[src/rtl/alu_ex_pkg.sv]
// Shared defines for the ALU execute slice: bus widths, opcode encodings and idle bus values.
package alu_ex_pkg;
    localparam int DATA_W = 32;
    localparam int ADDR_W = 32;
    localparam int TAG_W  = 5;
    localparam int NAME_W = 5;
    localparam int OP_W   = 5;

    localparam logic [TAG_W-1:0]  TAG_FREE  = '0;
    localparam logic [NAME_W-1:0] NAME_FREE = '0;
    localparam logic [DATA_W-1:0] DATA_FREE = '0;

    localparam logic [OP_W-1:0] OP_NOP   = 5'd0;
    localparam logic [OP_W-1:0] OP_ADD   = 5'd1;
    localparam logic [OP_W-1:0] OP_SUB   = 5'd2;
    localparam logic [OP_W-1:0] OP_AND   = 5'd3;
    localparam logic [OP_W-1:0] OP_OR    = 5'd4;
    localparam logic [OP_W-1:0] OP_XOR   = 5'd5;
    localparam logic [OP_W-1:0] OP_SLL   = 5'd6;
    localparam logic [OP_W-1:0] OP_SRL   = 5'd7;
    localparam logic [OP_W-1:0] OP_SRA   = 5'd8;
    localparam logic [OP_W-1:0] OP_SLT   = 5'd9;
    localparam logic [OP_W-1:0] OP_SLTU  = 5'd10;
    localparam logic [OP_W-1:0] OP_LUI   = 5'd11;
    localparam logic [OP_W-1:0] OP_AUIPC = 5'd12;
    localparam logic [OP_W-1:0] OP_JAL   = 5'd13;
    localparam logic [OP_W-1:0] OP_JALR  = 5'd14;

    function automatic logic is_work(input logic [OP_W-1:0] op);
        return op != OP_NOP;
    endfunction
endpackage

[src/rtl/alu_core.sv]
// Purely combinational ALU datapath; unknown opcodes yield zero so the tag still gets released.
module alu_core
    import alu_ex_pkg::*;
#(
    parameter int LINK_OFFSET = 4
) (
    input  logic [OP_W-1:0]   i_op,
    input  logic [DATA_W-1:0] i_a,
    input  logic [DATA_W-1:0] i_b,
    input  logic [ADDR_W-1:0] i_pc,
    output logic [DATA_W-1:0] o_res
);
    logic [4:0] w_shamt;
    assign w_shamt = i_b[4:0];

    always_comb begin
        o_res = DATA_FREE;
        case (i_op)
            OP_ADD:   o_res = i_a + i_b;
            OP_SUB:   o_res = i_a - i_b;
            OP_AND:   o_res = i_a & i_b;
            OP_OR:    o_res = i_a | i_b;
            OP_XOR:   o_res = i_a ^ i_b;
            OP_SLL:   o_res = i_a << w_shamt;
            OP_SRL:   o_res = i_a >> w_shamt;
            OP_SRA:   o_res = $signed(i_a) >>> w_shamt;
            OP_SLT:   o_res = {31'b0, $signed(i_a) < $signed(i_b)};
            OP_SLTU:  o_res = {31'b0, i_a < i_b};
            OP_LUI:   o_res = i_b;
            OP_AUIPC: o_res = i_pc + i_b;
            OP_JAL,
            OP_JALR:  o_res = i_pc + ADDR_W'(LINK_OFFSET);
            default:  o_res = DATA_FREE;
        endcase
    end
endmodule

[src/rtl/alu_ex.sv]
// ALU execute stage with registered broadcast. Define ALU_PIPE2_EN for a second
// register stage (latency 2, still one op per cycle).
module alu_ex
    import alu_ex_pkg::*;
#(
    parameter int LINK_OFFSET = 4
) (
    input  logic              clk,
    input  logic              rst,
    input  logic              rdy,
    input  logic              ALUworkEn,
    input  logic [DATA_W-1:0] operandO,
    input  logic [DATA_W-1:0] operandT,
    input  logic [OP_W-1:0]   opCode,
    input  logic [TAG_W-1:0]  wrtTag,
    input  logic [NAME_W-1:0] wrtName,
    input  logic [ADDR_W-1:0] instAddr,
    output logic              enALUwrt,
    output logic [TAG_W-1:0]  ALUtag,
    output logic [DATA_W-1:0] ALUdata,
    output logic [NAME_W-1:0] ALUname
);
    logic              w_accept;
    logic [DATA_W-1:0] w_res;

    logic              r_s1_vld;
    logic [TAG_W-1:0]  r_s1_tag;
    logic [NAME_W-1:0] r_s1_name;
    logic [DATA_W-1:0] r_s1_data;

    assign w_accept = ALUworkEn && is_work(opCode);

    alu_core #(.LINK_OFFSET(LINK_OFFSET)) u_core (
        .i_op  (opCode),
        .i_a   (operandO),
        .i_b   (operandT),
        .i_pc  (instAddr),
        .o_res (w_res)
    );

    // Idle slots carry the free values so later stages can copy without muxing.
    always_ff @(posedge clk or posedge rst) begin
        if (rst) begin
            r_s1_vld  <= 1'b0;
            r_s1_tag  <= TAG_FREE;
            r_s1_name <= NAME_FREE;
            r_s1_data <= DATA_FREE;
        end else if (rdy) begin
            r_s1_vld  <= w_accept;
            r_s1_tag  <= w_accept ? wrtTag  : TAG_FREE;
            r_s1_name <= w_accept ? wrtName : NAME_FREE;
            r_s1_data <= w_accept ? w_res   : DATA_FREE;
        end
    end

`ifdef ALU_PIPE2_EN
    logic              r_s2_vld;
    logic [TAG_W-1:0]  r_s2_tag;
    logic [NAME_W-1:0] r_s2_name;
    logic [DATA_W-1:0] r_s2_data;

    always_ff @(posedge clk or posedge rst) begin
        if (rst) begin
            r_s2_vld  <= 1'b0;
            r_s2_tag  <= TAG_FREE;
            r_s2_name <= NAME_FREE;
            r_s2_data <= DATA_FREE;
        end else if (rdy) begin
            r_s2_vld  <= r_s1_vld;
            r_s2_tag  <= r_s1_tag;
            r_s2_name <= r_s1_name;
            r_s2_data <= r_s1_data;
        end
    end

    assign enALUwrt = r_s2_vld;
    assign ALUtag   = r_s2_tag;
    assign ALUname  = r_s2_name;
    assign ALUdata  = r_s2_data;
`else
    assign enALUwrt = r_s1_vld;
    assign ALUtag   = r_s1_tag;
    assign ALUname  = r_s1_name;
    assign ALUdata  = r_s1_data;
`endif
endmodule

[config.mk]
export PLATFORM = sky130hd
export DESIGN_NAME = alu_ex
export DESIGN_NICKNAME = d
export VERILOG_FILES = /design/src/rtl/alu_ex_pkg.sv /design/src/rtl/alu_core.sv /design/src/rtl/alu_ex.sv
export SDC_FILE = /design/constraint.sdc
export NUM_CORES = 1
export LEC_CHECK = 0
export BUFFER_PORTS_ARGS = -buffer_cell sky130_fd_sc_hd__buf_2
export CAP_MARGIN = 5
export CORE_MARGIN = 2
export CORE_UTILIZATION = 66
export DETAILED_ROUTE_END_ITERATION = 10
export GPL_ROUTABILITY_DRIVEN = 0
export PLACE_DENSITY = 0.95
export SLEW_MARGIN = 20
export SYNTH_ARGS = -nofsm -noshare
export SYNTH_HDL_FRONTEND = slang
export SYNTH_SLANG_ARGS = --single-unit
[constraint.sdc]
create_clock -name clk -period 2.2 [get_ports clk]
set_input_delay 0.22 -clock clk [delete_from_list [all_inputs] [get_ports clk]]
set_output_delay 0.22 -clock clk [all_outputs]
set_load 0.02 [all_outputs]
==> metrics, run 1 <==
Netlist cell types=83; syn_nets=around 1.9k; I/O Buffers=about 160; worst slack, placed=-1.57 ns; Halt Stage=4_1_cts; Synth top area share=around 14%; Die Span X=roughly 140 um; Synth warnings=0; Seq/Total Area, Yosys=~9%; DP Cell Count=between 2k and 2.5k; Cells after Synth=between 1.5k and 2k; Yosys reg bits=43; Post-synth EDFFs=0; initial core utilization=between 60% and 70%; Post-CTS Setup Bufs=44; synth top area cells=ha_1 14%, dfrtp_1 9.0%, mux4_2 6.8%; Netlist Area Pre-Place=12000 um2; error msg=[ERROR DPL-0038] Utilization greater than 100%, impossible to legalize; Hold-fix buffers, CTS=1; Root Buffer=clkbuf_16; die height=139 um; H-tree depth=2; Post-synth top cells=192 x nand2_1, 145 x nor2_1, 136 x ha_1; Synth area leader=ha_1; outcome=did not finish; Num CTS Buffers=5; average size of a mapped cell=slightly above 7 um2; post-cts resize count=171; Bufs on Longest Clock Path=2; Num Clock Sinks=43; total I/O pin count=158; top-count cell post-synth=nand2_1; row count=between 40 and 50; Synth async-reset ratio=100%; Final HPWL DP=~61000 um; Post-synth top flop=dfrtp_1
## per-stage QoR
stage | instance area (um2) | TNS, ns | hold WS [ns]
floorplan | 12200 | -22.70 | 0.349
global placement | 17000 | -27.00 | 0.192
detailed placement | 17000 | -37.23 | 0.210
## logic make-up after synthesis
family	Yosys count	synth area share, %
flops	43	8.97
compound gates	551	31.2
simple gates	538	20.6
mux	104	12.7
xor+xnor	72	5.26
fa+ha+maj	138	14.5
buf+inv	202	6.69
==> inputs of run 2 (changes only) <==
- CORE_UTILIZATION: 66 -> 40
- PLACE_DENSITY: 0.95 -> unset
- PLACE_DENSITY_LB_ADDON: unset -> 0.15
==> metrics, run 2 <==
met1 usage=about half; Seq/Total Area, Yosys=8.97% (unchanged); Synth area leader=ha_1 (unchanged); gr usage total=39.5%; Via Count=16.7k; Critical Path End Type=flip-flop; Final HPWL DP=50400 um (was 61000 um); Max Freq=between 300 and 400 MHz; top-count cell post-synth=nand2_1 (unchanged); highest net fanout along the worst path=6; Synth warnings=0 (unchanged); Final WS setup=-1.00 ns; relative slew slack=between 20% and 30%; Worst Setup Path Type=in -> reg; Slew Viols, Final=0; total I/O pin count=158 (unchanged); CTS tree=done; Num CTS Buffers=5 (unchanged); VDD IR max=0.269 mV; GRT Max-Usage Layer=met2; Initial DRT Pass Iterations=11; max reg flops=32; initial core utilization=40.6% (was 67.0%); layout cells sized above 1=between 40% and 50%; Netlist Area Pre-Place=12000 um2 (unchanged); dpl cell area=17500 um2 (was 17000 um2); Post-synth EDFFs=0 (unchanged); average size of a mapped cell=7.28 um2 (unchanged); Ant. Diodes=0; Final #Nets=around 2.6k; syn_nets=1901 (unchanged); die area=31400 um2; Final Cell Area=18800 um2; Final setup viols=31; grt met2 use=between 60% and 70%; Multi-input gate area=approximately 11000 um2; Power Dens Cells=about 320 nW/um2; Cells after Synth=1648 (unchanged); final hold violations=0; violated checks=design-rule violations, negative setup slack; leakage=between 0.008 and 0.009 uW; met3 usage=slightly below 8%; outcome=complete, but fails checks (was did not finish); initial antenna violation count=0; row count=63 (was 49); fillers=2687; final worst-path cycle share=146%; min cycle time layout=between 3 and 4 ns; die height=177 um (was 139 um); synth top area cells=ha_1 14%, dfrtp_1 9.0%, mux4_2 6.8% (unchanged); vias in the first global route=between 15k and 20k; Num Clock Sinks=43 (unchanged); DRC Markers=1; vias per cell=6.18; Bufs on Longest Clock Path=2 (unchanged); I/O Buffers=157 (unchanged); number of DRC markers in iteration 0=2215; WL/cell=23.7 um; Yosys reg bits=43 (unchanged); commonest non-fill, non-tap cell in the layout=buf_4; Data arrival, critical path=approximately 3.4 ns; CTS clock-pin slew for the worst setup and hold paths=0.08 ns; HP Class=in -> reg; Worst setup SP type=input port; routed wire length=between 60000 and 70000 um; Final Util=63.7%; largest net degree at the start of global routing=67; total grt overflow=0; Area Overhead vs Synth=57.0%; H-tree depth=2 (unchanged); Tightest Pin Transition=about 1.2 ns; Final Skew=0 ns; final total power=between 6000 and 7000 uW; Netlist cell types=83 (unchanged); Routed Antenna Nets=0; Synth async-reset ratio=100% (unchanged); Post-synth top flop=dfrtp_1 (unchanged); Synth top area share=14.2% (unchanged); Die Span X=177 um (was 139 um); Worst-Skew Late Latency=0.32 ns; Root Buffer=clkbuf_16 (unchanged); # Max-Cap Violations=0; first-pass GRT wire length=about 94000 um; Post-synth top cells=192 x nand2_1, 145 x nor2_1, 136 x ha_1 (unchanged); most frequent cells in the layout=570 x buf_4, 185 x nand2_1, 152 x buf_2; RSZ-0062 raised after global routing=true; Storage cell area=1080 um2; Required @ worst endpoint=roughly 2.4 ns; core area=29600 um2
run 2: what timing repair did:
| action | in CTS | in global routing |
|---|---|---|
| pin swaps | 20 | 72 |
| hold buffers | 1 | 0 |
| hold endpoints to repair | 12 | 0 |
| gates resized for setup | 75 | 88 |
| setup buffers | 3 | 25 |
| gates cloned | 5 | 2 |
| setup endpoints to repair | 32 | 32 |
run 2: worst max-delay path, cell delays in order:
cell and delay [ns]:
buf_8 0.10, nor3_4 0.17, nor2b_4 0.23, buf_12 0.14, clkbuf_16 0.15, nand2_4 0.06
o21ai_4 0.07, ha_4 0.23, a21o_1 0.17, a221oi_2 0.28, buf_4 0.18, o21a_1 0.14
o21ai_2 0.07, a21boi_2 0.17, o21bai_1 0.11, nand4_1 0.12, mux2_4 0.30, or4b_1 0.47
run 2: worst paths after layout:
kind | start | end | slack, ns | depth (start not counted)
min in group asynchronous | rst | ALUtag[1] | 0.38 | 3
setup reg to reg | ALUdata[27] | ALUdata[27] | 0.51 | 7
max in group asynchronous | rst | ALUdata[24] | 1.20 | 4
setup / recovery | opCode[0] | ALUdata[17] | -1.00 | 18
hold / removal | wrtTag[4] | ALUtag[4] | 0.11 | 2
hold reg to reg | enALUwrt | enALUwrt | 0.48 | 1
run 2: cells by family after synthesis:
logic type | synth area share (%)
adders and majority gates | 14.5
muxes | 12.7
xor gates and xnor gates | 5.26
DFF | 8.97
AOI/OAI and AO/OA | 31.2
and+or+nand+nor | 20.6
buffers and inverters | 6.69
run 2: cell type report:
class                   count  area share (%)
well taps                 390            2.59
clock buffers               5           0.664
multi-input cells        1403            57.9
inverters                  98            1.97
flip-flops and latches     43            5.71
repair buffers            764            31.0
clock inverters             3           0.126
run 2: routing by layer:
layer  vias up  part of all wire [%]
li1       7525                     -
met1      7733                    37
met2      1158                    43
met3       315                    11
met4         0                   8.9
met5         -                     0
run 2: report_power, final:
group / leakage [uW] / total, uW / internal, uW / switching (uW)
clock network: 0.0000664 / 837 / 427 / 410
registers: 0.000586 / 849 / 827 / 22.2
logic: 0.00831 / 4340 / 2040 / 2310
total: 0.00896 / 6030 / 3290 / 2740
run 2: per-stage QoR:
step / cells / TNS [ns] / hold WS (ns) / worst slack [ns]
after floorplan: 1648 / -22.70 / 0.349 / -1.23
after detailed placement: 2667 / -31.86 / 0.176 / -1.32
final: 2706 / -20.66 / 0.114 / -1.00
after CTS: 2683 / -18.49 / 0.111 / -0.897
after global placement: 2667 / -30.68 / 0.175 / -1.30
after global routing: 2706 / -24.26 / 0.124 / -1.09
Note: power is estimated with default switching activity, not from simulation.
==> inputs of run 3 (changes only) <==
- REMOVE_ABC_BUFFERS: unset -> 1
- TNS_END_PERCENT: unset -> 100
==> metrics, run 3 (same netlist as run 2, synthesis figures left out) <==
worst slack, placed=-1.70 ns (was -1.32 ns); Final HPWL DP=49400 um (was 50400 um); Num Clock Sinks=43 (unchanged); relative slew slack=43.6% (was 22.9%); row count=63 (unchanged); final hold slack=0.113 ns (was 0.114 ns); VDD IR max=0.302 mV (was 0.269 mV); Ant. Diodes=0 (unchanged); highest net fanout along the worst path=7 (was 6); most frequent cells in the layout=556 x buf_4, 185 x nand2_1, 153 x buf_2 (was 570 x buf_4, 185 x nand2_1, 152 x buf_2); HP Class=in -> reg (unchanged); vias per cell=6.25 (was 6.18); largest net degree at the start of global routing=67 (unchanged); leakage=0.00892 uW (was 0.00896 uW); outcome=complete, but fails checks (unchanged); Tightest Pin Transition=0.841 ns (was 1.15 ns); H-tree depth=2 (unchanged); Final #Nets=2557 (was 2568); Data arrival, critical path=3.40 ns (was 3.39 ns); routed wire length=64600 um (was 64100 um); layout cells sized above 1=40.9% (was 41.2%); initial core utilization=40.6% (unchanged); Area Overhead vs Synth=56.3% (was 57.0%); Crit-path slowest cell=or4b_1 (unchanged); Die Span X=177 um (unchanged); die height=177 um (unchanged); Critical Path End Type=flip-flop (unchanged); Worst-Skew Late Latency=0.32 ns (about the same); Routed Antenna Nets=0 (unchanged); number of DRC markers in iteration 0=2689 (was 2215); Slew Viols, Final=0 (unchanged); min cycle time layout=3.20 ns (about the same); Root Buffer=clkbuf_16 (unchanged); WL/cell=24.0 um (was 23.7 um); Power Dens Cells=331 nW/um2 (was 320 nW/um2); cells along the critical path=buf_8, nor3_4, nor2b_4, buf_12, buf_8, nand2_1, o21ai_2, ha_1, and3_4, a221oi_4, o21a_1, o21ai_2, a21boi_2, o21bai_1, nand4_1, mux2_4, or4b_1 (was buf_8, nor3_4, nor2b_4, buf_12, clkbuf_16, nand2_4, o21ai_4, ha_4, a21o_1, a221oi_2, buf_4, o21a_1, o21ai_2, a21boi_2, o21bai_1, nand4_1, mux2_4, or4b_1); total I/O pin count=158 (unchanged); CTS tree=done (unchanged); Worst setup SP type=input port (unchanged); Num CTS Buffers=5 (unchanged); RSZ-0062 raised after global routing=true (unchanged); violated checks=negative setup slack (was design-rule violations, negative setup slack); DRC Markers=0 (was 1); Via Count=16.8k (was 16.7k); final worst-path cycle share=145% (was 146%); die area=31400 um2 (unchanged); initial antenna violation count=1 (was 0); # Max-Cap Violations=0 (unchanged); CP max stage delay=0.45 ns (was 0.47 ns); Final Skew=0 ns (unchanged); total grt overflow=0 (unchanged); Required @ worst endpoint=2.40 ns (was 2.39 ns); Max Freq=313 MHz (was 312 MHz); max reg flops=32 (unchanged); CTS clock-pin slew for the worst setup and hold paths=0.08 ns (about the same); Worst Setup Path Type=in -> reg (unchanged); core area=29600 um2 (unchanged); gr usage total=39.3% (was 39.5%); final hold violations=0 (unchanged); Initial DRT Pass Iterations=7 (was 11); I/O Buffers=157 (unchanged); fillers=2620 (was 2687); first-pass GRT wire length=93100 um (was 93700 um); commonest non-fill, non-tap cell in the layout=buf_4 (unchanged); vias in the first global route=15.8k (was 16.1k); Final WS setup=-0.999 ns (was -1.00 ns); Bufs on Longest Clock Path=2 (unchanged); Final setup viols=32 (was 31)
-- run 3: metal layers --
| layer | vias up | global-route usage, % | wire [um] | part of all wire [%] |
|---|---|---|---|---|
| li1 | 7489 | - | - | - |
| met1 | 7813 | 51.7 | 24700 | 38 |
| met2 | 1243 | 59.2 | 27300 | 42 |
| met3 | 292 | 8.76 | 8160 | 13 |
| met4 | 2 | 21.7 | 4360 | 6.8 |
| met5 | - | 0 | 15 | 0.023 |
-- run 3: critical path, delay by kind of cell --
family          cells  cell delay (ns)
simple gates        6             1.20
compound gates      6             1.02
fa+ha+maj           1             0.26
mux                 1             0.30
buf+inv             3             0.40
-- run 3: report_power, final --
part	switching, uW	internal (uW)	total [uW]
sequential	25.8	827	853
combinational	2330	2040	4370
clock	443	540	983
-- run 3: worst paths after layout --
path | startpoint | endpoint | slack, ns | cells after the start
hold reg to reg | enALUwrt | enALUwrt | 0.48 | 1
setup reg to reg | ALUdata[27] | ALUdata[27] | 0.46 | 7
max in group asynchronous | rst | ALUdata[9] | 1.45 | 4
setup / recovery | opCode[4] | ALUdata[17] | -1.0 | 17
min in group asynchronous | rst | ALUtag[0] | 0.50 | 4
hold / removal | wrtName[1] | ALUname[1] | 0.11 | 2
-- run 3: what timing repair did --
item                       in CTS  in global routing
cloned                          6                  3
hold buffers                    1                  0
setup buffers                  23                 21
hold endpoints to repair       43                  0
pin swaps                      70                 56
setup endpoints to repair      32                 32
gates resized for setup       128                 77
-- run 3: final cells by class --
| class | count | area, um2 | area share, % |
|---|---|---|---|
| multi-input cells | 1403 | 10900 | 58.2 |
| repair buffers | 753 | 5740 | 30.6 |
| flip-flops and latches | 43 | 1080 | 5.74 |
| well taps | 390 | 488 | 2.60 |
| inverters | 98 | 370 | 1.98 |
| clock buffers | 5 | 125 | 0.667 |
| clock inverters | 3 | 43.8 | 0.234 |
-- run 3: per-stage QoR --
stage / power (uW) / cells / setup TNS (ns) / util (%) / instance area [um2]
finish: 6200 / 2695 / -21.82 / 63.4 / 18700
global route: 6430 / 2695 / -24.68 / 63.4 / 18700
CTS: 5850 / 2675 / -18.26 / 61.5 / 18200
detailed placement: 4570 / 2637 / -40.29 / 57.9 / 17100
global placement: 4540 / 2637 / -38.58 / 57.9 / 17100
floorplan: 2600 / 1544 / -80.20 / - / 11600
